--- config.mk ---
export PLATFORM = sky130hd
export DESIGN_NAME = pc_sequencer
export DESIGN_NICKNAME = d
export VERILOG_FILES = /design/src/rtl/pc_sequencer.sv
export SDC_FILE = /design/constraint.sdc
export NUM_CORES = 1
export LEC_CHECK = 0
export ABC_AREA = 1
export ABC_CLOCK_PERIOD_IN_PS = 1400
export BUFFER_PORTS_ARGS = -buffer_cell sky130_fd_sc_hd__buf_2
export CAP_MARGIN = 20
export CORE_ASPECT_RATIO = 0.75
export CORE_MARGIN = 2
export CORE_UTILIZATION = 39
export DETAILED_ROUTE_END_ITERATION = 10
export SYNTH_ARGS = -nofsm -noshare
export SYNTH_HDL_FRONTEND = slang
export SYNTH_SLANG_ARGS = --single-unit
export TNS_END_PERCENT = 50
--- constraint.sdc ---
create_clock -name CLK -period 1.4 [get_ports CLK]
set_input_delay 0.21 -clock CLK [delete_from_list [all_inputs] [get_ports CLK]]
set_output_delay 0.21 -clock CLK [all_outputs]
set_load 0.03 [all_outputs]
--- src/rtl/pc_sequencer.sv ---
// Run controller for the program counter: PC init, branch/jump gating, halt detection and watchdog abort.
// Optional branch/jump performance counters are built only when SEQ_PERF_CNT_EN is defined.
module pc_sequencer #(
   parameter int unsigned INIT_CYCLES = 2,
   parameter int unsigned CNT_W       = 16,
   parameter int unsigned MAX_CYCLES  = 1023
) (
   input  logic             CLK,
   input  logic             init_n,
   input  logic             start,
   input  logic             branch_req,
   input  logic             jump_req,
   input  logic             pc_halt,
   output logic             pc_init,
   output logic             pc_branch_en,
   output logic             pc_jump_en,
   output logic             busy,
   output logic             done,
   output logic             fault,
   output logic [CNT_W-1:0] run_cycles
`ifdef SEQ_PERF_CNT_EN
   ,
   output logic [CNT_W-1:0] branch_cnt,
   output logic [CNT_W-1:0] jump_cnt
`endif
);

   localparam int unsigned      INIT_W    = (INIT_CYCLES > 1) ? $clog2(INIT_CYCLES) : 1;
   localparam logic [INIT_W-1:0] INIT_LAST = INIT_W'(INIT_CYCLES - 1);
   localparam bit               WD_EN     = (MAX_CYCLES != 0);
   localparam logic [CNT_W-1:0] WD_LAST   = WD_EN ? CNT_W'(MAX_CYCLES - 1) : '0;
   localparam logic [CNT_W-1:0] CNT_ONE   = CNT_W'(1);

   typedef enum logic [2:0] {
      S_IDLE,
      S_INIT,
      S_RUN,
      S_DONE,
      S_FAULT
   } state_t;

   state_t              state_q, state_d;
   logic [INIT_W-1:0]   init_cnt_q, init_cnt_d;
   logic [CNT_W-1:0]    run_cycles_q, run_cycles_d;
   logic                enter_init;
   logic                in_run;

   // A new run can only be launched from a resting state; INIT and RUN ignore start.
   assign enter_init = start &&
                       ((state_q == S_IDLE) || (state_q == S_DONE) || (state_q == S_FAULT));
   assign in_run     = (state_q == S_RUN);

   always_comb begin
      state_d      = state_q;
      init_cnt_d   = init_cnt_q;
      run_cycles_d = run_cycles_q;
      if (enter_init) begin
         state_d      = S_INIT;
         init_cnt_d   = '0;
         run_cycles_d = '0;
      end else begin
         case (state_q)
            S_INIT: begin
               if (init_cnt_q == INIT_LAST) begin
                  state_d = S_RUN;
               end else begin
                  init_cnt_d = init_cnt_q + INIT_W'(1);
               end
            end
            S_RUN: begin
               if (run_cycles_q != '1) begin
                  run_cycles_d = run_cycles_q + CNT_ONE;
               end
               // Halt wins over a watchdog expiry landing in the same cycle.
               if (pc_halt) begin
                  state_d = S_DONE;
               end else if (WD_EN && (run_cycles_q == WD_LAST)) begin
                  state_d = S_FAULT;
               end
            end
            S_IDLE, S_DONE, S_FAULT: begin
               state_d = state_q;
            end
            default: begin
               state_d = S_IDLE;
            end
         endcase
      end
   end

   always_ff @(posedge CLK or negedge init_n) begin
      if (!init_n) begin
         state_q      <= S_IDLE;
         init_cnt_q   <= '0;
         run_cycles_q <= '0;
      end else begin
         state_q      <= state_d;
         init_cnt_q   <= init_cnt_d;
         run_cycles_q <= run_cycles_d;
      end
   end

   // FAULT keeps the PC in init so it sits at 0; DONE releases it to hold the halted PC.
   assign pc_init      = (state_q == S_IDLE) || (state_q == S_INIT) || (state_q == S_FAULT);
   assign pc_branch_en = in_run & branch_req & ~pc_halt;
   assign pc_jump_en   = in_run & jump_req & ~branch_req & ~pc_halt;
   assign busy         = (state_q == S_INIT) || in_run;
   assign done         = (state_q == S_DONE);
   assign fault        = (state_q == S_FAULT);
   assign run_cycles   = run_cycles_q;

`ifdef SEQ_PERF_CNT_EN
   logic [CNT_W-1:0] branch_cnt_q, branch_cnt_d;
   logic [CNT_W-1:0] jump_cnt_q, jump_cnt_d;

   always_comb begin
      branch_cnt_d = branch_cnt_q;
      jump_cnt_d   = jump_cnt_q;
      if (enter_init) begin
         branch_cnt_d = '0;
         jump_cnt_d   = '0;
      end else if (in_run) begin
         if (pc_branch_en && (branch_cnt_q != '1)) begin
            branch_cnt_d = branch_cnt_q + CNT_ONE;
         end
         if (pc_jump_en && (jump_cnt_q != '1)) begin
            jump_cnt_d = jump_cnt_q + CNT_ONE;
         end
      end
   end

   always_ff @(posedge CLK or negedge init_n) begin
      if (!init_n) begin
         branch_cnt_q <= '0;
         jump_cnt_q   <= '0;
      end else begin
         branch_cnt_q <= branch_cnt_d;
         jump_cnt_q   <= jump_cnt_d;
      end
   end

   assign branch_cnt = branch_cnt_q;
   assign jump_cnt   = jump_cnt_q;
`endif

endmodule

==> flow_summary.json <==
{
  "yosysWarnings": 0,
  "ant_nets": 0,
  "skew_ns": 0.00946,
  "cap_violations": 0,
  "yosys-top-cells-area": "dfrtp_1 36%, nand2_1 21%, nand4_1 7.7%",
  "grt_max_degree": 21,
  "via_per_inst": 5.04,
  "cts.sinks": 20,
  "place_inst": 307,
  "crit_top_cell": "buf_4",
  "setup_tns_ns": -3.88,
  "worst_path_largest_cell_delay_ns": 0.38,
  "hold_path_class": "primary input to flip-flop",
  "finalHoldViolCount": 0,
  "combPwrFrac_pct": 66.3,
  "die_y_um": 55.5,
  "swShare_pct": 45.6,
  "overflow": 0,
  "crit_arrival_ns": 1.42,
  "clkPwrFrac_pct": 10.6,
  "fin_area_um2": 2180,
  "cp_slowest_cell": "dfrtp_1",
  "n_antenna_cell": 0,
  "initial_utilization_pct": 41.3,
  "rr_worst_depth": 9,
  "core_area_um2": 3330,
  "io_pins": 28,
  "path_cells": "buf_4 -> inv_2 -> nor3_4 -> buf_4 -> nand2_1 -> nor2_1 -> buf_4",
  "rsz0062_at_grt": "yes",
  "layout_setup_ws_ns": -0.234,
  "finish.net_count": 287,
  "min_period_over_period_pct": 117,
  "clk_pin_slew_ns": 0.08,
  "rows": 18,
  "wl_per_cell_um": 13.7,
  "syn_area_um2": 1380,
  "synthCells": 205,
  "critPathBufInv": 4,
  "min_path_cells": 3,
  "cts_inserted_buffers": 3,
  "start_kind": "flip-flop",
  "area_growth_pct": 58.4,
  "antenna_found_initial": 0,
  "fin_cells": 318,
  "synthDistinctLibCells": 22,
  "final_core_util_pct": 65.5,
  "gp_congestion": 0.926,
  "clk_latency_ns": 0.27,
  "cp_max_fo": 4,
  "synth_edf_count": 0,
  "place_area_um2": 1900,
  "drive_above_1_share_pct": 45.3,
  "ctsHtreeMaxLevel": 1,
  "drc": 0,
  "fp.dieW_um": 72.6,
  "multi_input_area_um2": 923,
  "vias": 1602,
  "async_reset_ff_share_pct": 100,
  "end_kind": "primary output",
  "power.switching_w": 0.00172,
  "place_hpwl_um": 3120,
  "grt.total_usage_pct": 21.7,
  "cts_root_buf": "clkbuf_8",
  "synth_nets": 213,
  "first_pass_iters": 4,
  "relSlewSlack_pct": 68.6,
  "seqCellArea_um2": 517,
  "whs_ns": 0.263,
  "drt-initial-drc-count": 113,
  "wl_um": 4360,
  "yosys.area.top_type": "dfrtp_1",
  "synth-seq-area-share_pct": 36.3,
  "p_per_area_nw_per_um2": 1720,
  "cts_tree": "done",
  "p_int_w": 0.00205,
  "synth_top_area_share_pct": 36.3,
  "setup_viol": 26,
  "portBuffers": 27,
  "die-area_um2": 4030,
  "grt_pass1_vias": 1317,
  "dominantRegCellSynth": "dfrtp_1",
  "worstPathRequired_ns": 1.19,
  "worst-path-stages": 7,
  "cp_top_family": "buffers and inverters",
  "ff2ff_setup_slack_ns": -0.18,
  "netlist_top_cells_count": "76 x nand2_1, 28 x nor2_1, 20 x dfrtp_1",
  "max-vdd-ir-drop_mv": 1.09,
  "status": "complete, but fails checks",
  "max_freq_ghz": 0.612,
  "synth_area_per_cell_um2": 6.72,
  "yosys_register_bits": 20,
  "clk_path_buf_depth": 2,
  "violations": "setup timing",
  "synth.most_common_cell": "nand2_1",
  "slew_violations": 0,
  "max_slew.worst_pin.slew_ns": 0.472,
  "grt_first_pass_wirelength_um": 6690,
  "pwr-share-seq_pct": 23.1,
  "critPathKind": "flip-flop to primary output",
  "power.leakage_nw": 1.07,
  "layout_min_cycle_time_ns": 1.63,
  "nFillCells": 287
}
==> path summary, 6_finish.rpt <==
path / from / to
max reg2reg: state_q[1]$_DFFE_PN0P_ / state_q[2]$_DFFE_PN0P_
max: state_q[1]$_DFFE_PN0P_ / pc_branch_en
min: pc_halt / state_q[0]$_DFFE_PN0P_
min reg2reg: init_cnt_q$_DFFE_PN0P_ / init_cnt_q$_DFFE_PN0P_
max in group asynchronous: init_n / run_cycles[7]$_DFFE_PN0P_
min in group asynchronous: init_n / state_q[1]$_DFFE_PN0P_
==> through the flow <==
step,total power (W),setup slack (ns)
after floorplan,0.00185,-0.0732
after global placement,0.00266,-0.0887
after detailed placement,0.00266,-0.0411
after CTS,0.00332,-0.225
after global routing,0.00399,-0.305
final,0.00376,-0.234
==> cells by family (layout without fill, tap and decap cells) <==
kind of cell               after synthesis  after routing  synth area share [%]
adders and majority gates                2              2                  1.82
buffers and inverters                   25             98                  7.90
and+or+nand+nor                        142            142                  46.2
DFF                                     20             20                  36.3
xor gates and xnor gates                 5              5                  3.18
AOI/OAI and AO/OA                       11             11                  4.54
==> flip-flops by register name, indices dropped and copies added, names as in the netlist <==
name	count
run_cycles	16
state_q	3
init_cnt_q	1
==> layout make-up <==
cell class	instances	area share, %
Tap cell	40	2.29
Multi-Input combinational cell	160	42.3
Sequential cell	20	23.7
Timing Repair Buffer	74	26.0
Inverter	20	3.67
Clock buffer	4	2.06
==> cells in the final DEF (no fill, tap or decap), types with 2 or more instances in the layout <==
cell | synthesis | final
nand3_2 | 0 | 4
dfrtp_1 | 20 | 7
buf_6 | 1 | 13
o21ai_1 | 3 | 2
nand2_2 | 2 | 9
o21ai_0 | 3 | 2
inv_2 | 4 | 5
nand2_1 | 76 | 66
buf_2 | 3 | 21
clkbuf_8 | 0 | 3
o21bai_1 | 3 | 3
dfrtp_2 | 0 | 13
nand2_4 | 0 | 2
nand4_1 | 17 | 17
a21oi_2 | 0 | 2
nand3_1 | 12 | 7
buf_4 | 1 | 38
inv_1 | 16 | 14
nor2_1 | 28 | 26
xor2_1 | 4 | 4
nor2_4 | 4 | 6
==> metal layers <==
layer	part of all wire (%)	routed length [um]	vias to the layer above	GRT usage, %
met2	45	1970	49	29.9
met1	48	2090	740	33.4
met5	0	0	-	0
met4	1.0	44	0	5.56
li1	-	-	805	-
met3	6.1	265	8	5.11
==> worst reg2reg max path, stage by stage, from the launching register on <==
cell     delay, ns
dfrtp_1       0.40
buf_6         0.12
buf_6         0.11
or2_4         0.27
nand2_4       0.10
buf_4         0.12
nand2_2       0.06
buf_4         0.13
nand4_1       0.10
nand2_1       0.07
==> repair_timing <==
item,4_1_cts,5_1_grt
setup buffers,3,5
setup endpoints to repair,24,26
endpoints found under the hold margin,20,0
gates resized for setup,19,36
hold buffers,1,0
pin swaps,2,1
==> power by group through the flow <==
stage                     combinational [W]  sequential (W)  clock (W)
after floorplan                    0.000895        0.000952          0
after global placement              0.00181        0.000855          0
after detailed placement            0.00180        0.000860          0
after CTS                           0.00204        0.000854   0.000424
after global routing                0.00265        0.000884   0.000452
final                               0.00249        0.000870   0.000399
No activity file was read; power rests on OpenSTA's default activity.
